--- src/rtl/knock_pkg.sv ---
`default_nettype none
// knock_pkg: flit/address types, header field positions and injector FSM states
// shared by the packet injector and anything that builds or parses its flits.
package knock_pkg;

  typedef logic [15:0] flit_t;
  typedef logic [7:0]  node_addr_t;

  localparam int unsigned FLIT_LEN_MSB  = 15;
  localparam int unsigned FLIT_LEN_LSB  = 8;
  localparam int unsigned FLIT_ADDR_MSB = 7;
  localparam int unsigned FLIT_ADDR_LSB = 0;

  typedef enum logic [1:0] {
    ST_IDLE    = 2'd0,
    ST_HEADER  = 2'd1,
    ST_PAYLOAD = 2'd2
  } inj_state_e;

  function automatic flit_t make_header(input logic [7:0] len, input node_addr_t dest);
    flit_t hdr;
    hdr = '0;
    hdr[FLIT_LEN_MSB:FLIT_LEN_LSB]   = len;
    hdr[FLIT_ADDR_MSB:FLIT_ADDR_LSB] = dest;
    return hdr;
  endfunction

endpackage
`default_nettype wire

--- src/rtl/packet_injector.sv ---
`default_nettype none
// packet_injector: turns a {dest, len} descriptor plus host payload into a header
// flit and len payload flits for a router local port. INJECTOR_STATS_EN adds counters.
module packet_injector
  import knock_pkg::*;
#(
  parameter int unsigned MAX_LEN    = 15,
  parameter int unsigned LOCAL_ADDR = 8'h00
) (
  input  logic        clk,
  input  logic        rst,
  input  logic        req_valid,
  output logic        req_ready,
  input  logic [7:0]  req_dest,
  input  logic [7:0]  req_len,
  input  logic        pay_valid,
  output logic        pay_ready,
  input  logic [15:0] pay_data,
  input  logic        buffer_full,
  output logic        sending_data,
  output logic [15:0] data_out,
  output logic        pkt_done,
  output logic        req_err
`ifdef INJECTOR_STATS_EN
  ,
  output logic [15:0] pkt_count,
  output logic [15:0] stall_count
`endif
);

  localparam logic [7:0] c_MAX_LEN = 8'(MAX_LEN);

  // Local-addressed packets need no special handling; only the ranges are checked.
  if (MAX_LEN < 1 || MAX_LEN > 255 || LOCAL_ADDR > 255) begin : g_bad_params
    $error("packet_injector: MAX_LEN must be 1..255 and LOCAL_ADDR must fit 8 bits");
  end

  inj_state_e state_q;
  logic [7:0] rem_q;
  flit_t      hdr_q;
  logic       req_err_q;

  logic w_in_hdr;
  logic w_in_pay;

  assign w_in_hdr     = (state_q == ST_HEADER);
  assign w_in_pay     = (state_q == ST_PAYLOAD);
  assign req_ready    = (state_q == ST_IDLE);
  assign pay_ready    = w_in_pay && !buffer_full;
  assign sending_data = (w_in_hdr || (w_in_pay && pay_valid)) && !buffer_full;
  assign data_out     = !sending_data ? 16'h0000 : (w_in_hdr ? hdr_q : pay_data);
  assign pkt_done     = sending_data && (w_in_hdr ? (rem_q == 8'd0) : (rem_q == 8'd1));
  assign req_err      = req_err_q;

  always_ff @(posedge clk or negedge rst) begin
    if (!rst) begin
      state_q   <= ST_IDLE;
      rem_q     <= 8'd0;
      hdr_q     <= '0;
      req_err_q <= 1'b0;
    end else begin
      req_err_q <= 1'b0;
      case (state_q)
        ST_IDLE: begin
          if (req_valid) begin
            if (req_len <= c_MAX_LEN) begin
              hdr_q   <= make_header(req_len, req_dest);
              rem_q   <= req_len;
              state_q <= ST_HEADER;
            end else begin
              req_err_q <= 1'b1;
            end
          end
        end
        ST_HEADER: begin
          if (!buffer_full) begin
            state_q <= (rem_q == 8'd0) ? ST_IDLE : ST_PAYLOAD;
          end
        end
        ST_PAYLOAD: begin
          if (sending_data) begin
            rem_q <= rem_q - 8'd1;
            if (rem_q == 8'd1) begin
              state_q <= ST_IDLE;
            end
          end
        end
        default: state_q <= ST_IDLE;
      endcase
    end
  end

`ifdef INJECTOR_STATS_EN
  logic [15:0] pkt_cnt_q;
  logic [15:0] stall_cnt_q;

  // Both counters wrap naturally at 16 bits.
  always_ff @(posedge clk or negedge rst) begin
    if (!rst) begin
      pkt_cnt_q   <= 16'd0;
      stall_cnt_q <= 16'd0;
    end else begin
      if (pkt_done) begin
        pkt_cnt_q <= pkt_cnt_q + 16'd1;
      end
      if (!req_ready && buffer_full) begin
        stall_cnt_q <= stall_cnt_q + 16'd1;
      end
    end
  end

  assign pkt_count   = pkt_cnt_q;
  assign stall_count = stall_cnt_q;
`endif

endmodule
`default_nettype wire

--- config.mk ---
export PLATFORM = sky130hd
export DESIGN_NAME = packet_injector
export DESIGN_NICKNAME = d
export VERILOG_FILES = /design/src/rtl/knock_pkg.sv /design/src/rtl/packet_injector.sv
export SDC_FILE = /design/constraint.sdc
export NUM_CORES = 1
export LEC_CHECK = 0
export ABC_CLOCK_PERIOD_IN_PS = 2400
export BUFFER_PORTS_ARGS = -buffer_cell sky130_fd_sc_hd__buf_2
export CORE_ASPECT_RATIO = 0.9
export CORE_MARGIN = 1.5
export CORE_UTILIZATION = 45
export DETAILED_ROUTE_END_ITERATION = 8
export GPL_TIMING_DRIVEN = 0
export PLACE_DENSITY_LB_ADDON = 0.05
export SYNTH_ARGS = -nofsm -noshare
export SYNTH_HDL_FRONTEND = slang
export SYNTH_SLANG_ARGS = --single-unit
export TNS_END_PERCENT = 100
--- constraint.sdc ---
create_clock -name clk -period 2.4 [get_ports clk]
set_input_delay 0.48 -clock clk [delete_from_list [all_inputs] [get_ports clk]]
set_output_delay 0.48 -clock clk [all_outputs]
set_load 0.02 [all_outputs]
# After elaboration in Yosys (flattened, before gate mapping)
# Index checks and enable logic that the tools add are counted.
totals:
  ff_bits: 27
  in_bits: 37
  elab_cells: 43
op_classes:
  n_eq_ne: 8
  n_mux: 17
  addsub: 1
  n_lt_le_gt_ge: 1
  reduce_logical: 12
ops:
  columns: ["op", "count"]
  rows:
  - ["16-bit two-way mux", 2]
  - ["8-bit two-way mux", 3]
  - ["8-bit one-hot mux with 2 select lines", 1]
  - ["2-bit two-way mux", 6]
  - ["8-bit by 1-bit equality test with 1-bit output, second input constant", 1]
  - ["8-bit by 4-bit less-or-equal comparator with 1-bit output, second input constant", 1]
  - ["8-bit logical NOT", 1]
  - ["8-bit by 1-bit subtractor with 8-bit output, second input constant", 1]
  - ["2-bit inequality test, second input constant", 3]
  - ["2-bit one-hot mux with 3 select lines", 1]
  - ["5-bit AND reduction", 1]
  - ["1-bit logical AND", 4]
  - ["1-bit two-way mux", 4]
  - ["2-bit by 1-bit inequality test with 1-bit output, second input constant", 2]
  - ["4-bit AND reduction", 1]
  - ["3-bit AND reduction", 1]
  - ["2-bit by 1-bit equality test with 1-bit output, second input constant", 1]
  - ["2-bit equality test, second input constant", 1]
  - ["2-bit logical NOT", 1]
  - ["2-bit nonzero test", 1]
  - ["1-bit logical NOT", 1]
  - ["1-bit logical OR", 1]

# Longest topological paths before layout
logic_depth:
  ltp_word: 6
  ltp_mapped: 7

# Least setup slack after synthesis
# Ideal clock, no wire load.
synth_timing:
  path_kind: "register to output"
  start: "reg state_q[1]"
  end: "out data_out[10]"
  stages_incl_launch_ff: 7
  t_arrival_ps: 1543
  path_buffers: 3
  required_ps: 1920
  path_slack_ps: 377
  path_cell_list: "dfrtp_1 -> nand2b_1 -> clkbuf_1 -> a21o_1 -> buf_2 -> buf_2 -> a21oi_1"
synth_via:
  elab_chain_cells: 5
  word_cells_on_any_way: 7
  cone_classes: "eq/ne (2); mux (2); reduce/logical (3)"
synth_rtl:
  columns: ["element", "line", "rtl"]
  rows:
  - ["start: declaration", "packet_injector.sv:38", "inj_state_e state_q;"]
  - ["start signal: assignment", "packet_injector.sv:77", "state_q <= (rem_q == 8'd0) ? ST_IDLE : ST_PAYLOAD;"]
  - ["2-bit equality test", "packet_injector.sv:47", "assign w_in_pay = (state_q == ST_PAYLOAD);"]
  - ["1-bit logical AND", "packet_injector.sv:50", "assign sending_data = (w_in_hdr || (w_in_pay && pay_valid)) && !buffer_full;"]
  - ["1-bit logical OR", "packet_injector.sv:50", null]
  - ["1-bit logical AND", "packet_injector.sv:50", null]
  - ["16-bit two-way mux *", "packet_injector.sv:51", "assign data_out = !sending_data ? 16'h0000 : (w_in_hdr ? hdr_q : pay_data);"]
  - ["end: declaration", "packet_injector.sv:21", "output logic [15:0] data_out,"]
# Mark *: on every way between the ends. The rest lies on a longest branch, timed or not.

# Final worst setup path
layout_timing:
  start: "reg state_q[1]"
  end: "out data_out[6]"
# Same word-level chain as after synthesis.

==> impl_metrics.py <==
metrics = {
    "global_routing": {
        "grt_pass1_wl_um": 5780,
        "grt_pass1_vias": 1327,
        "grt_use_total": 0.194,
        "grt_max_degree": 28,
        "antenna_found_initial": 0,
        "gr-total-overflow": 0,
    },
    "cts": {
        "clk_pin_slew_ns": 0.09,
        "post-cts-setup-buffer-count": 0,
        "hold_buffers": 0,
        "clk_latency_ns": 0.27,
        "cts_buffers": 3,
        "clock-sinks": 27,
        "cts_tree": "done",
        "cts-root-buf": "clkbuf_8",
        "htreeDepth": 1,
        "cts_buffer_depth": 2,
    },
    "logic_synthesis": {
        "synth_largest_area_cell": "dfrtp_1",
        "synth_top_family_by_area": "simple AND/OR/NAND/NOR gates",
        "synth_mux_area_frac": 0.0884,
        "synthesis.area_um2": 1530,
        "yosysWarnings": 0,
        "synth_top_area_frac": 0.442,
        "synthCells": 172,
        "synthXorXnorAreaFrac": 0,
        "synthSimpleGateAreaFrac": 0.238,
        "ys_seq_elements": 27,
        "syn_area_per_cell_um2": 8.89,
        "ys_types": 35,
        "ys_seq_area_frac": 0.442,
        "synth_area_leaders": "dfrtp_1 44%, nand2_1 9.6%, a21oi_1 7.2%",
        "synth-compound-area-share": 0.162,
        "synth_fa_ha_area_frac": 0.0245,
        "syn_nets": 212,
    },
    "cells_and_area": {
        "area_growth_pct": 25.5,
        "num_antenna_cells": 0,
        "stdcell_count": 274,
        "final_cell_mix": "61 x buf_2, 39 x nand2_1, 27 x dfrtp_1",
        "layout-drive-gt1-share": 0.345,
        "final_common_cell": "buf_2",
        "num-nets-final": 273,
    },
    "power_and_ir_drop": {
        "ir_worst_vdd_uv": 438,
        "power.leakage_nw": 0.998,
        "powerDensity_nw_per_um2": 875,
        "power_mw": 1.68,
    },
    "critical_path": {
        "required_ns": 1.92,
        "startpoint_type": "flip-flop",
        "setup.worst_path.class": "reg2out",
        "worstSetupEndpointType": "primary output",
        "arrival_ns": 1.77,
        "worstPathMaxFanout": 10,
    },
    "place": {
        "place.gp.congestion": 0.764,
        "io_buffers": 57,
        "dp_hpwl_um": 2680,
        "dp_cells": 271,
    },
    "floorplanning": {
        "core_area_um2": 3140,
        "dieArea_um2": 3760,
        "fp.dieW_um": 64.4,
        "num_rows": 19,
        "die_h_um": 58.3,
        "start_util": 0.487,
        "io_pins": 58,
    },
    "detailed_routing": {
        "vias": 1435,
        "drc": 0,
        "viasPerCell": 5.24,
        "drt-total-wl_um": 3460,
        "first_pass_iters": 4,
        "drt-initial-drc-count": 59,
        "drtAntennaViolNets": 0,
        "wire_per_inst_um": 12.6,
    },
    "run_status": {
        "status": "complete, no violations",
    },
    "sta": {
        "worst_pin_slew_ns": 0.611,
        "fmax_ghz": 0.445,
        "finClkSkew_ns": 0.00425,
        "finalSetupViolCount": 0,
        "drv_slew": 0,
        "rsz0062_at_grt": "no",
        "hold_viol": 0,
        "maxSlewHeadroom": 0.593,
        "setup-tns-final_ns": 0,
        "min_period_ns": 2.25,
        "fin_crit_sh": 0.936,
    },
    "run": {
        "maxCapViolCount": 0,
    },
    "hold_path": {
        "hp-class": "in2async",
    },
}
==> per-stage QoR <==
| step | setup slack [ns] | util | area [µm²] | hold slack (ns) |
|---|---|---|---|---|
| after floorplan | 0.377 | - | 1530 | 0.184 |
| after global placement | 0.252 | 0.595 | 1870 | 0.470 |
| after detailed placement | 0.194 | 0.595 | 1870 | 0.471 |
| after CTS | 0.0268 | 0.609 | 1910 | 0.227 |
| after global routing | 0.0300 | 0.611 | 1920 | 0.257 |
| final | 0.154 | 0.611 | 1920 | 0.211 |
==> logic make-up after synthesis <==
kind of cell	count (synthesis)
AOI/OAI and AO/OA	42
DFF	27
adders and majority gates	3
muxes	12
and+or+nand+nor	73
buffers and inverters	15
==> layer usage <==
layer / wire length [µm] / track usage / up-vias
met5: 0 / 0 / -
met4: 13 / 0.0243 / 0
met3: 205 / 0.0459 / 2
met2: 1670 / 0.335 / 46
met1: 1570 / 0.260 / 672
li1: - / - / 715
==> final timing paths <==
kind | from | end | slack (ns) | depth (start not counted)
setup / recovery | state_q[1] | data_out[6] | 0.15 | 6
max in group asynchronous | rst | rem_q[0] | 1.79 | 1
setup reg to reg | rem_q[2] | rem_q[7] | 0.64 | 4
min in group clk | req_dest[7] | hdr_q[7] | 0.42 | 2
hold / removal | rst | rem_q[7] | 0.21 | 1
hold reg to reg | hdr_q[14] | hdr_q[14] | 0.49 | 1
==> critical path, stage by stage, from the launching register on <==
cell	delay, ns
dfrtp_1	0.43
nand2b_4	0.21
a21o_1	0.17
buf_2	0.17
buf_2	0.19
a21oi_1	0.14
buf_2	0.18
==> synth_stat cells <==
master / count
a21o_1: 2
mux2_1: 5
nand2b_1: 3
nor3_1: 2
o22ai_1: 1
o2bb2ai_1: 1
ha_1: 3
o21ai_0: 3
nand2_1: 39
nand3b_1: 1
inv_2: 1
nand3_2: 1
a32oi_2: 1
a311oi_1: 1
nor4_4: 1
a221o_1: 1
nor2b_1: 3
o21ai_1: 7
nor2_1: 11
buf_2: 4
nor3b_1: 2
a21oi_1: 22
mux2_2: 7
a22oi_1: 3
dfrtp_1: 27
and2_1: 4
inv_1: 4
or4_1: 1
clkbuf_1: 5
and4b_1: 1
buf_6: 1
nand4_1: 1
or4_4: 1
and4_1: 1
nor4_1: 1
==> state kept, by name (all words and copies together) (netlist names) <==
register  count
state_q       2
hdr_q        16
rem_q         8
req_err       1
==> power breakdown <==
group          internal, mW  total (mW)  switching (mW)
Sequential            0.605       0.729           0.124
Combinational         0.308       0.695           0.387
Clock                 0.119       0.254           0.135
Total                  1.03        1.68           0.646
==> cell type report <==
type	count	area, µm²
fill	292	1220
multi-input combinational	130	792
sequential	27	676
timing repair buffer	57	285
tap	42	52.6
buffer	9	48.8
clock buffer	4	45.0
inverter	5	18.8
==> what timing repair did <==
item,CTS,global route
setup endpoints to repair,11,10
endpoints found under the hold margin,0,0
resized for setup,2,3
Note: power is estimated with default switching activity, not from simulation.
